==> config.mk <==
export PLATFORM = sky130hd
export DESIGN_NAME = instr_realigner
export DESIGN_NICKNAME = d
export VERILOG_FILES = /design/src/rtl/instr_realigner.sv
export SDC_FILE = /design/constraint.sdc
export NUM_CORES = 1
export LEC_CHECK = 0
export CAP_MARGIN = 25
export CORE_MARGIN = 2
export CORE_UTILIZATION = 47
export CTS_BUF_LIST = sky130_fd_sc_hd__clkbuf_8
export DETAILED_ROUTE_END_ITERATION = 10
export PLACE_DENSITY = 0.84
export SYNTH_ARGS = -nofsm -noshare
export SYNTH_HDL_FRONTEND = slang
export SYNTH_SLANG_ARGS = --single-unit
==> constraint.sdc <==
create_clock -name clk -period 4.37 [get_ports clk]
set_clock_uncertainty 0.2 [all_clocks]
set_input_delay 1.311 -clock clk [delete_from_list [all_inputs] [get_ports clk]]
set_output_delay 1.311 -clock clk [all_outputs]
set_load 0.02 [all_outputs]
==> src/rtl/instr_realigner.sv <==
// Realigns word-aligned 32-bit fetch words into whole RV32C/RV32 instructions with per-instruction PCs.
// Compressed halfwords are issued zero-extended; 32-bit instructions may straddle two fetch words.
module instr_realigner #(
    parameter logic [31:0] RESET_PC = 32'h0000_0000
) (
    input  logic        clk,
    input  logic        reset,
    input  logic        flush_i,
    input  logic [31:0] flush_pc_i,
    input  logic        fetch_valid_i,
    input  logic [31:0] fetch_data_i,
    output logic        fetch_ready_o,
    output logic        out_valid_o,
    input  logic        out_ready_i,
    output logic [31:0] out_instr_o,
    output logic [31:0] out_pc_o,
    output logic        out_compressed_o
);

    typedef enum logic [1:0] {
        StAligned,
        StHalf,
        StSkipLow
    } state_e;

    state_e      state_q;
    logic [15:0] hw_buf_q;
    logic [31:0] cur_pc_q;

    logic w_comp;
    logic h_comp;
    logic accept;
    logic unused_flush_lsb;

    assign w_comp           = fetch_data_i[1:0] != 2'b11;
    assign h_comp           = hw_buf_q[1:0] != 2'b11;
    assign out_pc_o         = cur_pc_q;
    assign accept           = out_valid_o & out_ready_i;
    assign unused_flush_lsb = flush_pc_i[0];

    always_comb begin
        out_valid_o      = 1'b0;
        fetch_ready_o    = 1'b0;
        out_instr_o      = fetch_data_i;
        out_compressed_o = 1'b0;
        case (state_q)
            StAligned: begin
                out_valid_o      = fetch_valid_i;
                out_compressed_o = w_comp;
                out_instr_o      = w_comp ? {16'h0000, fetch_data_i[15:0]} : fetch_data_i;
                fetch_ready_o    = fetch_valid_i & out_ready_i;
            end
            StHalf: begin
                if (h_comp) begin
                    // Buffered halfword is a whole instruction; no fetch word needed.
                    out_valid_o      = 1'b1;
                    out_compressed_o = 1'b1;
                    out_instr_o      = {16'h0000, hw_buf_q};
                end else begin
                    out_valid_o   = fetch_valid_i;
                    out_instr_o   = {fetch_data_i[15:0], hw_buf_q};
                    fetch_ready_o = fetch_valid_i & out_ready_i;
                end
            end
            StSkipLow: begin
                fetch_ready_o = fetch_valid_i;
            end
            default: ;
        endcase
        if (reset || flush_i) begin
            out_valid_o   = 1'b0;
            fetch_ready_o = 1'b0;
        end
    end

    always_ff @(posedge clk) begin
        if (reset) begin
            state_q  <= StAligned;
            hw_buf_q <= 16'h0000;
            cur_pc_q <= RESET_PC;
        end else if (flush_i) begin
            state_q  <= flush_pc_i[1] ? StSkipLow : StAligned;
            hw_buf_q <= 16'h0000;
            cur_pc_q <= {flush_pc_i[31:1], 1'b0};
        end else begin
            case (state_q)
                StAligned: begin
                    if (accept) begin
                        if (w_comp) begin
                            hw_buf_q <= fetch_data_i[31:16];
                            state_q  <= StHalf;
                            cur_pc_q <= cur_pc_q + 32'd2;
                        end else begin
                            cur_pc_q <= cur_pc_q + 32'd4;
                        end
                    end
                end
                StHalf: begin
                    if (accept) begin
                        if (h_comp) begin
                            state_q  <= StAligned;
                            cur_pc_q <= cur_pc_q + 32'd2;
                        end else begin
                            hw_buf_q <= fetch_data_i[31:16];
                            cur_pc_q <= cur_pc_q + 32'd4;
                        end
                    end
                end
                StSkipLow: begin
                    // Low halfword lies before the redirect target and is dropped.
                    if (fetch_valid_i) begin
                        hw_buf_q <= fetch_data_i[31:16];
                        state_q  <= StHalf;
                    end
                end
                default: state_q <= StAligned;
            endcase
        end
    end

endmodule

==> impl_metrics.json <==
{
  "status": "finished, final reports clean",
  "power.leakage_uw": 0.00175,
  "drive_above_1_share_pct": 7.30,
  "crit_family": "buffers and inverters",
  "crit_slowest_cell": "clkdlybuf4s50_1",
  "synth.distinct_cells": 56,
  "path_buf_inv": 2,
  "final_cells": 584,
  "r2r_cells": 8,
  "min_from": "hw_buf_q[14]$_SDFFE_PP0P_",
  "r2r_start": "state_q[1]$_SDFFE_PP0P_",
  "cts_sinks": 49,
  "yosys_warnings": 0,
  "via_per_inst": 6.00,
  "htree_levels": 2,
  "clk_latency_ns": 0.31,
  "routed_wl_um": 9540,
  "synth_area_sq_mm": 0.00309,
  "overflow": 0,
  "synth.top_cell.area_share_pct": 31.7,
  "setup_viol": 0,
  "track_usage_pct": 26.1,
  "dieArea_sq_mm": 0.00724,
  "cts_tree": "done",
  "reg2reg_to": "out_pc_o[13]$_SDFFE_PP0P_",
  "synth_area_leaders": "dfxtp_1 (32%), a22o_1 (9.1%), nand2_1 (4.6%)",
  "avgSynthCellArea_sq_um": 8.09,
  "holdCritPathClass": "reg2reg",
  "grt_pass1_vias": 3383,
  "power.total_uw": 1190,
  "synthCells": 382,
  "diodes": 0,
  "grt_pass1_wl_um": 15600,
  "yosys.area.top_type": "dfxtp_1",
  "io_pins": 136,
  "post-synth-top-count-cell": "dfxtp_1",
  "synth-edff-count": 0,
  "holdPathEnd": "hw_buf_q[14]$_SDFFE_PP0P_",
  "slew_headroom_pct": 57.8,
  "crit_type": "in2out",
  "area.growth.synth_to_final_pct": 50.0,
  "path_clk_slew_ns": 0.10,
  "yosysSeqAreaShare_pct": 31.7,
  "timing.final.crit_share_pct": 98.0,
  "dr.pass1.iters": 4,
  "ant_nets": 0,
  "intPower_uw": 833,
  "netlist_top_cells_count": "dfxtp_1 (49), nand2_1 (38), a22o_1 (32)",
  "cts_root_buf": "clkbuf_8",
  "die_x_um": 85.1,
  "grt_max_degree": 50,
  "hold_viol_final": 0,
  "synth_top_flop_cell": "dfxtp_1",
  "cp.arrival_ns": 2.77,
  "gp_congestion": 0.813,
  "power_frac_comb_pct": 28.8,
  "required_ns": 2.86,
  "p_sw_uw": 361,
  "dr_total_vias": 3505,
  "regToRegSetupSlack_ns": 1.16,
  "drt_iter0_drc": 170,
  "die_h_um": 85.1,
  "p_per_area_mw_per_mm2": 258,
  "fin_crit_ns": 4.28,
  "cap_violations": 0,
  "rsz0062_at_grt": "no",
  "async_flop_share_pct": 0,
  "cts_made_buffers": 5,
  "synthesis.nets": 457,
  "p_sw_share_pct": 30.2,
  "fin_util_pct": 73.0,
  "initial_utilization_pct": 48.7,
  "clock_power_share_pct": 29.4,
  "ys_ff_latch": 49,
  "wl_per_cell_um": 16.3,
  "slowest_delay_ns": 0.61,
  "rows": 29,
  "max-vdd-ir-drop_v": 0.000157,
  "antenna_found_initial": 0,
  "drc": 0,
  "post-cts-setup-buffer-count": 0,
  "placed_cells": 576,
  "worstHoldPathCells": 2,
  "fp.coreArea_sq_mm": 0.00635,
  "p_seq_share_pct": 41.8,
  "portBuffers": 133,
  "cp_cell_sequence": "clkdlybuf4s50_1 -> o21a_1 -> nor2_1 -> nor2_1 -> clkdlybuf4s50_1",
  "start_kind": "input pin",
  "worst-path-max-fanout": 3,
  "endpoint_kind": "output port",
  "clock_path_buffers": 2,
  "hpwl_um": 6920,
  "max_slew.worst_pin.slew_ns": 0.630,
  "fmax_mhz": 233,
  "fin_nets": 581,
  "hold_ws_ns": 0.274,
  "drv_slew": 0
}
-- metrics by stage --
stage	worst slack, ns	area (sq um)	TNS, ns
after CTS	0.0725	4630	0
after global placement	-0.132	4540	-1.69
after global routing	0.0238	4630	0
after floorplan	0.0734	3090	0
final	0.0862	4630	0
after detailed placement	-0.144	4540	-1.98
-- worst reg2reg max path, cell delays in order, from the launching register on --
cell       delay [ns]
dfxtp_1          0.35
inv_1            0.08
ha_1             0.38
buf_4            0.27
and3b_1          0.30
or3b_1           0.54
a21oi_1          0.43
a311oi_1         0.16
a2111oi_0        0.37
-- what timing repair did --
| item | CTS | global route |
|---|---|---|
| hold buffers | 0 | 0 |
| setup endpoints to repair | 17 | 0 |
| endpoints found under the hold margin | 0 | 0 |
| gates resized for setup | 17 | 0 |
-- registers in the layout, indices dropped and copies added (netlist names) --
name / count
out_pc_o: 31
state_q: 2
hw_buf_q: 16
-- power by group through the flow --
stage	registers [uW]	logic (uW)	clock network [uW]
final	499	343	351
after global routing	504	367	372
after CTS	499	344	353
after detailed placement	509	351	0
after global placement	508	347	0
after floorplan	527	144	0
-- logic make-up (layout without fill, tap and decap cells) --
kind of cell               after synthesis  after routing  share of synthesized area [%]
and+or+nand+nor                        140            140                           23.4
xor gates and xnor gates                11             11                           3.12
AOI/OAI and AO/OA                      126            126                           32.5
other                                    1              1                          0.121
muxes                                    1              1                          0.324
buffers and inverters                   48            173                           6.36
adders and majority gates                6              6                           2.43
DFF                                     49             49                           31.7
-- layer usage --
metal | up-vias | share of wire [%] | wire, um | track usage, %
li1 | 1692 | - | - | -
met1 | 1649 | 40 | 3830 | 31.3
met2 | 153 | 48 | 4580 | 44.5
met3 | 11 | 11 | 1020 | 9.92
met4 | 0 | 1.1 | 109 | 5.92
met5 | - | 0 | 0 | 0
-- area by class of cell --
cell class	count	area, sq um
multi-input cells	285	1930
fillers	511	1720
repair buffers	151	1460
flip-flops and latches	49	981
well taps	77	96.3
clock buffers	6	82.6
inverters	14	52.6
clock inverters	2	37.5
-- placed cells by master (no fill, tap or decap), types with 3 or more instances in the layout --
cell type,instances
a2111oi_0,3
a2111oi_1,3
a211o_1,4
a211oi_1,17
a21oi_1,7
a22o_1,32
a311oi_1,6
and2_1,5
and3_1,5
and4_1,10
buf_4,17
clkbuf_8,6
clkdlybuf4s50_1,116
dfxtp_1,49
dlygate4sd2_1,17
ha_1,6
inv_1,13
nand2_1,38
nand3_1,23
nand4_1,9
nor2_1,24
nor3_1,10
nor4_1,5
o2111a_1,4
o21a_1,3
o21ai_0,23
o21ai_1,3
or3_1,3
xnor2_1,11
-- worst max-delay path by stage --
| stage | from | end | slack (ns) | cells past startpoint |
|---|---|---|---|---|
| 5_1_grt | flush_i | out_valid_o | 0.02 | 6 |
| 3_3_place_gp | out_ready_i | fetch_ready_o | -0.13 | 4 |
| 2_1_floorplan | flush_i | fetch_ready_o | 0.07 | 5 |
| 3_5_place_dp | fetch_data_i[0] | out_instr_o[20] | -0.14 | 6 |
| 4_1_cts | fetch_valid_i | out_valid_o | 0.07 | 5 |
| 6_report | fetch_valid_i | out_valid_o | 0.09 | 5 |
Power figures use the tool's default switching activity.
